<file path="config.mk">
export PLATFORM = sky130hd
export DESIGN_NAME = control_calculadora
export DESIGN_NICKNAME = d
export VERILOG_FILES = /design/src/rtl/calc_pkg.sv /design/src/rtl/acumulador_digitos.sv /design/src/rtl/control_calculadora.sv
export SDC_FILE = /design/constraint.sdc
export NUM_CORES = 1
export LEC_CHECK = 0
export ABC_CLOCK_PERIOD_IN_PS = 6910
export BUFFER_PORTS_ARGS = -buffer_cell sky130_fd_sc_hd__buf_2
export CORE_UTILIZATION = 45
export DETAILED_ROUTE_END_ITERATION = 7
export GPL_TIMING_DRIVEN = 1
export MAX_ROUTING_LAYER = met4
export PLACE_DENSITY = 0.67
export SYNTH_ARGS = -nofsm -noshare
export SYNTH_HDL_FRONTEND = slang
export SYNTH_SLANG_ARGS = --single-unit
export TNS_END_PERCENT = 30
</file>
<file path="constraint.sdc">
create_clock -name clk -period 6.91 [get_ports clk]
set_clock_uncertainty 0.05 [all_clocks]
set_input_delay 0.691 -clock clk [delete_from_list [all_inputs] [get_ports clk]]
set_output_delay 0.691 -clock clk [all_outputs]
set_load 0.05 [all_outputs]
</file>
<file path="src/rtl/calc_pkg.sv">
// Shared types and constants for the decimal calculator sequencing path.
package calc_pkg;

    typedef enum logic [2:0] {
        ENTER_A,
        ENTER_B,
        ADD,
        CONV,
        SHOW
    } state_t;

    localparam logic [1:0] DISP_A = 2'd0;
    localparam logic [1:0] DISP_B = 2'd1;
    localparam logic [1:0] DISP_R = 2'd2;

    localparam logic [3:0] MAX_DIGIT = 4'd9;

endpackage

</file>
<file path="src/rtl/acumulador_digitos.sv">
// One decimal operand built digit by digit in binary (value*10 + digit),
// with its digit counter and accept/reject detection.
module acumulador_digitos
    import calc_pkg::*;
#(
    parameter int DIGITS = 3,
    parameter int WIDTH  = 12,
    parameter int CW     = $clog2(DIGITS + 1)
) (
    input  logic             clk,
    input  logic             rst,
    input  logic             clear,
    input  logic             load,
    input  logic [3:0]       digit,
    output logic [WIDTH-1:0] value,
    output logic [CW-1:0]    count,
    output logic             accept,
    output logic             reject
);

    localparam logic [CW-1:0] FULL = CW'(DIGITS);

    logic [WIDTH-1:0] base_value;
    logic [CW-1:0]    base_count;

    // Clear and load together start a fresh operand with this digit as its first.
    always_comb begin
        base_value = clear ? '0 : value;
        base_count = clear ? '0 : count;
        accept     = load && (digit <= MAX_DIGIT) && (base_count < FULL);
        reject     = load && !accept;
    end

    // NOTE: registered state uses non-blocking assignments so every flop
    // samples the pre-edge values regardless of statement order.
    always_ff @(posedge clk or posedge rst) begin
        if (rst) begin
            value <= '0;
            count <= '0;
        end else if (accept) begin
            value <= (base_value * WIDTH'(10)) + WIDTH'(digit);
            count <= base_count + CW'(1);
        end else if (clear) begin
            value <= '0;
            count <= '0;
        end
    end

endmodule

</file>
<file path="src/rtl/control_calculadora.sv">
// Sequencer for the two-operand decimal adder: operand entry, adder fire,
// converter start/done handshake and display source selection.
module control_calculadora
    import calc_pkg::*;
#(
    parameter int DIGITS = 3,
    parameter int WIDTH  = 12
) (
    input  logic             clk,
    input  logic             rst,
    input  logic [3:0]       digit_in,
    input  logic             digit_btn,
    input  logic             suma_btn,
    input  logic [WIDTH:0]   resultado,
    input  logic             conv_done,
    output logic [WIDTH-1:0] first_num,
    output logic [WIDTH-1:0] second_num,
    output logic             add_en,
    output logic             conv_start,
    output logic [WIDTH:0]   conv_operand,
    output logic [1:0]       disp_sel,
    output logic             digit_err
);

    localparam int CW = $clog2(DIGITS + 1);

    state_t        state, state_next;
    logic [1:0]    disp_sel_next;
    logic          add_en_next, conv_start_next, digit_err_next;
    logic          conv_busy, conv_busy_next, conv_pend, conv_pend_next;
    logic          conv_req;
    logic          clear_a, load_a, accept_a, reject_a;
    logic          clear_b, load_b, accept_b, reject_b;
    logic [CW-1:0] count_a, count_b;

    acumulador_digitos #(.DIGITS(DIGITS), .WIDTH(WIDTH), .CW(CW)) u_acc_a (
        .clk(clk), .rst(rst), .clear(clear_a), .load(load_a), .digit(digit_in),
        .value(first_num), .count(count_a), .accept(accept_a), .reject(reject_a)
    );

    acumulador_digitos #(.DIGITS(DIGITS), .WIDTH(WIDTH), .CW(CW)) u_acc_b (
        .clk(clk), .rst(rst), .clear(clear_b), .load(load_b), .digit(digit_in),
        .value(second_num), .count(count_b), .accept(accept_b), .reject(reject_b)
    );

    // NOTE: every always_comb output gets a default first so no path
    // leaves it unassigned and infers a latch.
    always_comb begin
        state_next    = state;
        disp_sel_next = disp_sel;
        add_en_next   = 1'b0;
        clear_a       = 1'b0;
        load_a        = 1'b0;
        clear_b       = 1'b0;
        load_b        = 1'b0;
        conv_req      = 1'b0;

        // suma_btn always outranks a simultaneous digit_btn.
        case (state)
            ENTER_A: begin
                if (suma_btn) begin
                    if (count_a != '0) begin
                        state_next    = ENTER_B;
                        disp_sel_next = DISP_B;
                        clear_b       = 1'b1;
                        conv_req      = 1'b1;
                    end
                end else if (digit_btn) begin
                    load_a   = 1'b1;
                    conv_req = accept_a;
                end
            end
            ENTER_B: begin
                if (suma_btn) begin
                    if (count_b != '0) begin
                        state_next  = ADD;
                        add_en_next = 1'b1;
                    end
                end else if (digit_btn) begin
                    load_b   = 1'b1;
                    conv_req = accept_b;
                end
            end
            ADD: begin
                disp_sel_next = DISP_R;
                state_next    = CONV;
                conv_req      = 1'b1;
            end
            CONV: begin
                // With nothing pending, the running conversion is the sum's.
                if (conv_done && conv_busy && !conv_pend) state_next = SHOW;
            end
            SHOW: begin
                if (digit_btn && !suma_btn) begin
                    clear_a       = 1'b1;
                    clear_b       = 1'b1;
                    load_a        = 1'b1;
                    state_next    = ENTER_A;
                    disp_sel_next = DISP_A;
                    conv_req      = accept_a;
                end
            end
            default: state_next = ENTER_A;
        endcase

        digit_err_next = reject_a || reject_b;

        conv_start_next = 1'b0;
        conv_busy_next  = conv_busy;
        conv_pend_next  = conv_pend;
        if (conv_req) begin
            if (!conv_busy || conv_done) begin
                conv_start_next = 1'b1;
                conv_busy_next  = 1'b1;
                conv_pend_next  = 1'b0;
            end else begin
                conv_pend_next  = 1'b1;
            end
        end else if (conv_done && conv_busy) begin
            if (conv_pend) begin
                conv_start_next = 1'b1;
                conv_pend_next  = 1'b0;
            end else begin
                conv_busy_next  = 1'b0;
            end
        end
    end

    always_ff @(posedge clk or posedge rst) begin
        if (rst) begin
            state      <= ENTER_A;
            disp_sel   <= DISP_A;
            add_en     <= 1'b0;
            conv_start <= 1'b0;
            digit_err  <= 1'b0;
            conv_busy  <= 1'b0;
            conv_pend  <= 1'b0;
        end else begin
            state      <= state_next;
            disp_sel   <= disp_sel_next;
            add_en     <= add_en_next;
            conv_start <= conv_start_next;
            digit_err  <= digit_err_next;
            conv_busy  <= conv_busy_next;
            conv_pend  <= conv_pend_next;
        end
    end

    always_comb begin
        case (disp_sel)
            DISP_A:  conv_operand = {1'b0, first_num};
            DISP_B:  conv_operand = {1'b0, second_num};
            DISP_R:  conv_operand = resultado;
            default: conv_operand = '0;
        endcase
    end

endmodule

</file>
==> results of run 1 <==
[logic make-up after synthesis]
group / after synthesis
muxes: 20
xor gates and xnor gates: 36
AOI/OAI and AO/OA: 87
buffers and inverters: 28
DFF: 38
adders and majority gates: 38
and+or+nand+nor: 134
[state kept, by name, indices dropped and copies added, names as in the netlist, 2 cells and up]
signal and count:
disp_sel 2, state 3, u_acc_a.count 2, u_acc_a.value 12, u_acc_b.count 2, u_acc_b.value 12
[cell usage in the layout, fill, tap and decap left out, types with 2 or more instances in the layout]
cell type,synthesis,routed
xnor2_1,21,21
nand3_1,12,12
a31oi_1,3,3
mux2_2,2,2
xor2_1,15,15
dfrtp_1,38,38
o21ai_1,11,11
nand4b_1,2,2
fa_1,3,3
nor3b_2,2,2
inv_1,14,14
nor2b_1,2,2
o21ai_0,33,33
bufinv_16,0,2
a21oi_1,17,17
buf_4,0,2
mux2_1,2,2
ha_1,35,35
and3_1,6,6
or3_1,4,4
nand2_1,40,40
a21o_1,3,3
a22o_1,2,2
o2111ai_1,3,3
mux2i_1,16,16
clkbuf_8,0,5
o21a_1,3,3
nor2_1,25,25
nand2b_1,3,3
nor3_1,3,3
and2_1,23,23
buf_2,2,63
[cell type report]
cell class                 count  share of cell area
clock buffer                   5              0.0177
clock inverter                 3              0.0177
inverter                      14              0.0135
multi-input combinational    315               0.589
sequential                    38               0.245
tap                           99              0.0319
timing repair buffer          65              0.0851
[power by group]
group	switching [mW]	total, mW	internal, mW
sequential	0.120	0.432	0.312
clock	0.0858	0.231	0.145
combinational	0.955	1.47	0.510
[final timing paths]
| kind | slack (ns) | cells after the start | start | end |
|---|---|---|---|---|
| max | 2.97 | 15 | state[2] | u_acc_a.value[11] |
| min | 0.41 | 2 | rst | disp_sel[0] |
| max reg2reg | 2.97 | 15 | state[2] | u_acc_a.value[11] |
| min reg2reg | 0.51 | 1 | u_acc_b.value[11] | u_acc_b.value[11] |
| max in group asynchronous | 5.67 | 3 | rst | u_acc_a.value[4] |
| min in group clk | 0.51 | 1 | u_acc_b.value[11] | u_acc_b.value[11] |
[routing by layer]
metal / global-route usage / up-vias / share of wire
met5: - / - / 0
met4: 0.0718 / 0 / 0.015
met3: 0.0311 / 13 / 0.024
met2: 0.378 / 52 / 0.48
met1: 0.307 / 1437 / 0.48
li1: - / 1463 / -
[critical path, cell delays in order (launching register included)]
cell,delay (ns)
dfrtp_1,0.60
nand3b_4,0.13
or3_4,0.42
nand2_1,0.16
inv_1,0.08
ha_1,0.27
ha_1,0.17
inv_1,0.06
fa_1,0.39
nand2b_1,0.17
a21oi_2,0.17
nand2_1,0.13
a311oi_2,0.40
nor3_4,0.10
mux2i_1,0.13
or3_1,0.38
[through the flow]
step	setup slack, ns	instance area, um^2	util	cells
after detailed placement	2.72	3740	0.519	531
after global placement	2.84	3740	0.519	531
after global routing	2.70	3880	0.538	539
final	2.97	3880	0.538	539
after floorplan	2.99	3340	-	381
after CTS	2.99	3880	0.538	539
==> flow_summary_export.csv, run 1 <==
group,metric,value,unit
sta,maxSlewHeadroom,0.370,
worst_setup_path,crit_required,7.03,ns
worst_setup_path,cp-end-kind,"flop",
synthesis,synth_compound_area_frac,0.162,
routing,routed_wl,8330,um
synthesis,async_flop_share,1.00,
finish,ff_latch_area,951,um^2
sta,whs,0.406,ns
sta,finalCritPeriodShare,0.571,
grt,grt_pass1_wl,13500,um
sta,clock.fmax,254,MHz
routing,vias,2965,
synthesis,post_synth_inst_count,381,
synthesis,synth.area.mux_share,0.0614,
grt,antenna_found_initial,0,
clock_tree,cts_resized,0,
clock_tree,cts_root_buf,"clkbuf_8",
sta,hold_viol_final,0,
clock_tree,clockBufferDepth,2,
synthesis,synthesis.nets,441,
synthesis,synth.distinct_cells,55,
synthesis,syn-mean-instance-area,8.77,um^2
synthesis,yosys.area_share.xor_xnor,0.0943,
synthesis,synth_top_area_frac,0.284,
worst_setup_path,timing_worst_setup_path_type,"flop to flop",
clock_tree,htree_levels,2,
floorplan,rows,31,
clock_tree,post-cts-setup-buffers,0,
synthesis,ys_top_cells_by_area,"dfrtp_1 (28%), ha_1 (13%), xnor2_1 (5.5%)",
placement,hpwl,6680,um
worst_setup_path,start_kind,"flop",
synthesis,ys_warn_count,0,
synthesis,synth_most_common_cell,"nand2_1",
power_and_ir_drop,powerDensity,549,nW/um^2
floorplan,die_h,88.2,um
worst_hold_path,hp-class,"input pin to asynchronous set/reset pin",
synthesis,yosysSeqAreaShare,0.284,
floorplan,initial_utilization,0.463,
power_and_ir_drop,irDropWorstVdd,350,uV
sta,fin_crit,3.94,ns
synthesis,synth_edf_count,0,
worst_setup_path,cp.arrival,4.07,ns
finish,syn_to_final_growth,16.1,%
clock_tree,numCtsBuffers,5,
sta,rsz0062_at_grt,"false",
synthesis,ys.flop_type,"dfrtp_1",
clock_tree,clock_sinks,38,
synthesis,synth_common_cells,"nand2_1 (40), dfrtp_1 (38), ha_1 (35)",
synthesis,synth_top_family_by_area,"simple AND/OR/NAND/NOR gates",
sta,worst_slew_pin_slew,0.942,ns
clock_tree,clkSlewWorstSetupHoldPaths,0.08,ns
clock_tree,clk_latency,0.30,ns
sta,drv_slew,0,
sta,finalSetupViolations,0,
routing,ant_nets,0,
finish,drive_gt1_frac,0.207,
status,status,"completed",
flow_run,cap_violations,0,
grt,grt_overflow,0,
floorplan,core-area,7210,um^2
routing,drc,0,
grt,track_usage,0.235,
finish,fillers,690,
clock_tree,cts_tree,"built",
routing,drtIter0Drc,104,
placement,port_buffers,63,
synthesis,syn_area,3340,um^2
finish,fin_nets,499,
sta,fin_tns_setup,0,ns
floorplan,die-area,7780,um^2
power_and_ir_drop,p_total,2.13,mW
routing,drt-pass1-iter-count,4,
synthesis,synthSimpleGateAreaFrac,0.216,
synthesis,yosysTopAreaCell,"dfrtp_1",
grt,grt_pass1_vias,2850,
placement,gp_congestion,0.877,
clock_tree,cts_hold_buffers,0,
floorplan,fp.dieW,88.2,um
finish,multi_input_area,2280,um^2
routing,wire_per_inst,15.5,um
finish,antenna_cells,0,
synthesis,synth-seq-cells,38,
routing,avgViaCountPerCell,5.50,
grt,grt_max_degree,27,
synthesis,synthAdderAreaFrac,0.149,
worst_setup_path,crit_fanout,15,
power_and_ir_drop,leakagePower,1.98,nW
floorplan,io_pins,64,
No activity file was read; power rests on OpenSTA's default activity.
==> inputs of run 2 (changes only) <==
ABC_AREA = 1   (was default)
ABC_CLOCK_PERIOD_IN_PS = 4100   (was 6910)
clock period = 4.1 ns   (was 6.91 ns; I/O delays follow)
==> run 2 against run 1 <==
Net effect:
- worst hold slack got worse by 0.23 ns
- synthesized cell count is 36% higher
- die area grew 5.2%
- clock-buffer cell count grew 1
- critical path depth rose by 5
- global-route usage increased by 2.7 points
- worst setup slack worse by 2.4 ns
- synthesized area increased by 5.3%
==> flow_summary_export.csv, run 2 <==
group,metric,value,unit
synthesis,synth-seq-cells,38,
clock_tree,htree_levels,2,
sta,drv_slew,0,
placement,port_buffers,63,
synthesis,async_flop_share,1.00,
worst_hold_path,hp-class,"input pin to asynchronous set/reset pin",
worst_setup_path,start_kind,"flop",
worst_setup_path,timing_worst_setup_path_type,"flop to flop",
sta,finalSetupViolations,0,
synthesis,yosysTopAreaCell,"dfrtp_1",
floorplan,die-area,8180,um^2
synthesis,ys.flop_type,"dfrtp_1",
floorplan,rows,31,
finish,final_cell_mix,"nand2_1 (135), inv_1 (75), buf_2 (63)",
sta,hold_viol_final,0,
clock_tree,cts_resized,0,
grt,track_usage,0.262,
placement,placed_cell_area,3940,um^2
finish,syn_to_final_growth,15.1,%
clock_tree,post-cts-setup-buffers,0,
placement,placed_cells,675,
clock_tree,clockBufferDepth,2,
power_and_ir_drop,leakagePower,2.32,nW
clock_tree,numCtsBuffers,5,
sta,maxSlewHeadroom,0.355,
power_and_ir_drop,p_total,3.36,mW
routing,routed_wl,9680,um
sta,worst_slew_pin_slew,0.964,ns
clock_tree,clkSlewWorstSetupHoldPaths,0.08,ns
synthesis,post_synth_inst_count,518,
worst_setup_path,cp.arrival,3.67,ns
routing,vias,3589,
floorplan,initial_utilization,0.475,
worst_setup_path,crit_fanout,10,
clock_tree,cts_tree,"built",
floorplan,core-area,7410,um^2
routing,drtIter0Drc,172,
clock_tree,clock_sinks,38,
routing,wire_per_inst,14.2,um
routing,drt-pass1-iter-count,4,
synthesis,synth_edf_count,0,
synthesis,synth_top_area_frac,0.270,
finish,fin_nets,643,
clock_tree,cts_hold_buffers,0,
routing,ant_nets,0,
finish,top_regs,"u_acc_a.value (12), u_acc_b.value (12), state (3)",
worst_setup_path,r2r_setup_slack,0.56,ns
synthesis,ys_top_cells_by_area,"dfrtp_1 (27%), nand2_1 (14%), ha_1 (12%)",
worst_setup_path,crit_required,4.23,ns
floorplan,io_pins,64,
clock_tree,cts_root_buf,"clkbuf_8",
synthesis,ys_warn_count,0,
worst_setup_path,cp-end-kind,"flop",
finish,fillers,749,
synthesis,synth.distinct_cells,34,
floorplan,fp.dieW,90.4,um
finish,layout_commonest_cell,"nand2_1",
grt,grt_pass1_vias,3274,
sta,fin_crit,3.54,ns
worst_setup_path,reg2regPathDepth,20,
floorplan,die_h,90.4,um
synthesis,synth_most_common_cell,"nand2_1",
synthesis,synthesis.nets,578,
sta,fin_tns_setup,0,ns
grt,antenna_found_initial,0,
finish,fin_cells,682,
flow_run,cap_violations,0,
grt,grt_pass1_wl,16500,um
worst_setup_path,rr_startpoint,"state[0]",
synthesis,syn_area,3520,um^2
status,status,"completed",
grt,grt_max_degree,39,
sta,finalCritPeriodShare,0.863,
clock_tree,clk_latency,0.30,ns
synthesis,syn-mean-instance-area,6.79,um^2
placement,gp_congestion,0.937,
finish,drive_gt1_frac,0.185,
sta,rsz0062_at_grt,"false",
power_and_ir_drop,powerDensity,828,nW/um^2
synthesis,yosysSeqAreaShare,0.270,
placement,hpwl,7630,um
sta,clock.fmax,283,MHz
routing,avgViaCountPerCell,5.26,
power_and_ir_drop,irDropWorstVdd,456,uV
finish,antenna_cells,0,
synthesis,synth_common_cells,"nand2_1 (135), inv_1 (75), nor2_1 (52)",
worst_setup_path,timing.rr.end,"u_acc_b.value[11]",
grt,grt_overflow,0,
routing,drc,0,
finish,postLayoutCellArea,4050,um^2
-- run 2: worst max-delay path by stage --
stage                  start           endpoint  slack (ns)
finish              state[0]  u_acc_b.value[11]        0.56
global route        state[0]  u_acc_b.value[11]        0.21
CTS                 state[0]  u_acc_b.value[11]        0.58
detailed placement  suma_btn  u_acc_b.value[11]        0.58
global placement    suma_btn  u_acc_b.value[11]        0.74
floorplan           state[0]  u_acc_b.value[11]        0.99
-- run 2: report_power, final --
part           switching (mW)  leakage, nW  internal [mW]
Sequential              0.145        0.494          0.501
Combinational            1.67         1.77          0.704
Clock                   0.143       0.0573          0.195
Total                    1.96         2.32           1.40
-- run 2: critical path, stage by stage, from the launching register on --
cell and delay [ns]:
dfrtp_1 0.44, inv_2 0.09, nand2_2 0.08, nor3_2 0.25
a21oi_2 0.08, nand2_2 0.12, inv_2 0.10, nor3_1 0.38
nor2_1 0.09, ha_1 0.26, fa_1 0.45, xor2_1 0.28
nand2_1 0.13, nor2_2 0.15, nand2_2 0.09, nor2_1 0.11
nand2_1 0.08, clkinv_1 0.05, nand2_1 0.04, nand3_1 0.05
nand2_1 0.05
-- run 2: cell families (layout without fill, tap and decap cells) --
group / count (synthesis) / after routing / synth area share
AND/OR/NAND/NOR: 277 / 277 / 0.359
AO/OA/AOI/OAI: 58 / 58 / 0.0931
XOR/XNOR: 12 / 12 / 0.0320
adder cells (fa/ha/maj): 38 / 38 / 0.141
buffers and inverters: 95 / 160 / 0.105
flip-flops: 38 / 38 / 0.270
-- run 2: metal layers --
layer,part of all wire,GRT usage
met5,0,-
met4,0.0091,0.0444
met3,0.041,0.0379
met2,0.46,0.403
met1,0.49,0.371
-- run 2: layout make-up --
type / instances / area (um^2) / area share
repair buffers: 66 / 338 / 0.0834
clock inverters: 1 / 30.0 / 0.00741
clock buffers: 6 / 82.6 / 0.0204
inverters: 87 / 327 / 0.0806
multi-input cells: 385 / 2200 / 0.543
flip-flops and latches: 38 / 951 / 0.235
well taps: 99 / 124 / 0.0306
-- run 2: stage by stage --
| stage | hold WS (ns) | utilization | setup slack, ns |
|---|---|---|---|
| 2_1_floorplan | 0.447 | - | 0.991 |
| 3_3_place_gp | 0.476 | 0.532 | 0.742 |
| 3_5_place_dp | 0.477 | 0.532 | 0.579 |
| 4_1_cts | 0.201 | 0.547 | 0.583 |
| 5_1_grt | 0.230 | 0.547 | 0.211 |
| 6_report | 0.180 | 0.547 | 0.560 |
==> inputs of run 3 (changes only) <==
CELL_PAD_IN_SITES_DETAIL_PLACEMENT = 0   (was default)
CELL_PAD_IN_SITES_GLOBAL_PLACEMENT = 2   (was default)
CORE_UTILIZATION = 31   (was 45)
PLACE_DENSITY = default   (was 0.67)
PLACE_DENSITY_LB_ADDON = 0.1   (was default)
==> run 3 against run 2 <==
Net effect:
- register-to-register slack about the same
- design area increased by 3.4%
- via count decreased by 4.1%
- utilization decreased by 16 points
- worst setup slack about the same
- total power increased by 6.6%
- worst hold slack got worse by 0.00073 ns
- maximum frequency about the same
- first-iteration DRC count increased by 4.1%
- wire length increased by 14%
- clock-buffer cell count unchanged
- combinational power about the same
- largest cell class unchanged
==> flow_summary_export.csv, run 3 (synthesis results as in run 2) <==
group,metric,value,unit
routing,routed_wl,11000,um
power_and_ir_drop,p_total,3.58,mW
routing,avgViaCountPerCell,4.75,
placement,port_buffers,63,
routing,wire_per_inst,15.2,um
worst_setup_path,cp.arrival,3.66,ns
finish,layout_commonest_cell,"nand2_1",
power_and_ir_drop,leakagePower,2.36,nW
clock_tree,clock_sinks,38,
finish,final_cell_mix,"nand2_1 (135), inv_1 (75), buf_2 (63)",
finish,top_regs,"u_acc_a.value (12), u_acc_b.value (12), state (3)",
finish,fin_nets,643,
grt,grt_max_degree,39,
worst_hold_path,hp-class,"input pin to asynchronous set/reset pin",
sta,finalWorstSetupSlack,0.561,ns
finish,drive_gt1_frac,0.187,
sta,hold_viol_final,0,
grt,track_usage,0.203,
floorplan,core-area,10900,um^2
floorplan,initial_utilization,0.322,
placement,placed_cells,716,
grt,antenna_found_initial,0,
sta,worst_slew_pin_slew,0.939,ns
routing,drtIter0Drc,179,
clock_tree,clockBufferDepth,2,
routing,drc,0,
sta,fin_tns_setup,0,ns
sta,drv_slew,0,
clock_tree,cts_root_buf,"clkbuf_16",
floorplan,die_h,109,um
power_and_ir_drop,irDropWorstVdd,353,uV
clock_tree,clkSlewWorstSetupHoldPaths,0.06,ns
clock_tree,cts_tree,"built",
placement,pre_cts_ws,0.578,ns
floorplan,rows,38,
clock_tree,htree_levels,2,
power_and_ir_drop,powerDensity,854,nW/um^2
sta,finalSetupViolations,0,
routing,vias,3442,
routing,drt-pass1-iter-count,6,
floorplan,io_pins,64,
routing,ant_nets,0,
worst_setup_path,start_kind,"flop",
worst_setup_path,crit_required,4.22,ns
status,status,"completed",
clock_tree,cts_hold_buffers,0,
worst_setup_path,reg2regPathDepth,20,
finish,antenna_cells,0,
grt,grt_pass1_vias,3387,
sta,clock.fmax,283,MHz
floorplan,fp.dieW,109,um
grt,grt_overflow,0,
finish,post-route-util,0.383,
clock_tree,post-cts-setup-buffers,0,
sta,fin_crit,3.54,ns
sta,whs,0.180,ns
placement,gp_congestion,0.805,
flow_run,cap_violations,0,
floorplan,die-area,11800,um^2
grt,grt_pass1_wl,17500,um
worst_setup_path,timing_worst_setup_path_type,"flop to flop",
finish,syn_to_final_growth,19.1,%
finish,postLayoutCellArea,4190,um^2
sta,maxSlewHeadroom,0.372,
clock_tree,numCtsBuffers,5,
sta,rsz0062_at_grt,"false",
placement,placed_cell_area,3990,um^2
clock_tree,clk_latency,0.29,ns
sta,finalCritPeriodShare,0.863,
worst_setup_path,cp-end-kind,"flop",
finish,fin_cells,724,
placement,hpwl,9040,um
worst_setup_path,crit_fanout,10,
clock_tree,cts_resized,0,
run 3: cell count changes in the layout (fill, tap and decap cells not counted):
cell,previous run,this run
bufinv_16,1,2
clkbuf_16,0,5
clkbuf_8,6,1
run 3: final cells by class:
cell class                 instances  area [um^2]
clock inverter                     2         60.1
inverter                          87          327
multi-input combinational        385         2200
timing repair buffer              66          338
tap                              140          175
clock buffer                       6          139
sequential                        38          951
fill                            1192         6750
run 3: routing by layer:
metal  up-vias  share of wire  global-route usage  wire length, um
met2        72           0.45               0.328             4910
met3        11          0.036              0.0295              391
li1       1801              -                   -                -
met5         -              0                   -                0
met1      1558           0.51               0.273             5620
met4         0         0.0075              0.0328               82
run 3: power breakdown:
part           leakage, nW  internal (mW)  total (mW)  switching, mW
Clock               0.0971          0.366       0.532          0.166
Combinational         1.77          0.703        2.39           1.69
Sequential           0.494          0.502       0.650          0.148
run 3: worst max-delay path, cell delays in order (launching register included):
cell	delay [ns]
dfrtp_1	0.43
inv_2	0.10
nand2_2	0.09
nor3_2	0.25
a21oi_2	0.08
nand2_2	0.11
inv_2	0.11
nor3_1	0.39
nor2_1	0.08
ha_1	0.26
fa_1	0.43
xor2_1	0.29
nand2_1	0.13
nor2_2	0.15
nand2_2	0.08
nor2_1	0.11
nand2_1	0.08
clkinv_1	0.05
nand2_1	0.04
nand3_1	0.06
nand2_1	0.05
run 3: path summary, 6_finish.rpt:
check | slack, ns | to | from
setup / recovery | 0.56 | u_acc_b.value[11] | state[0]
hold / removal | 0.18 | add_en | rst
setup reg to reg | 0.56 | u_acc_b.value[11] | state[0]
hold reg to reg | 0.51 | u_acc_a.value[11] | u_acc_a.value[11]
max in group asynchronous | 3.44 | u_acc_a.value[9] | rst
min in group clk | 0.27 | conv_busy | conv_done
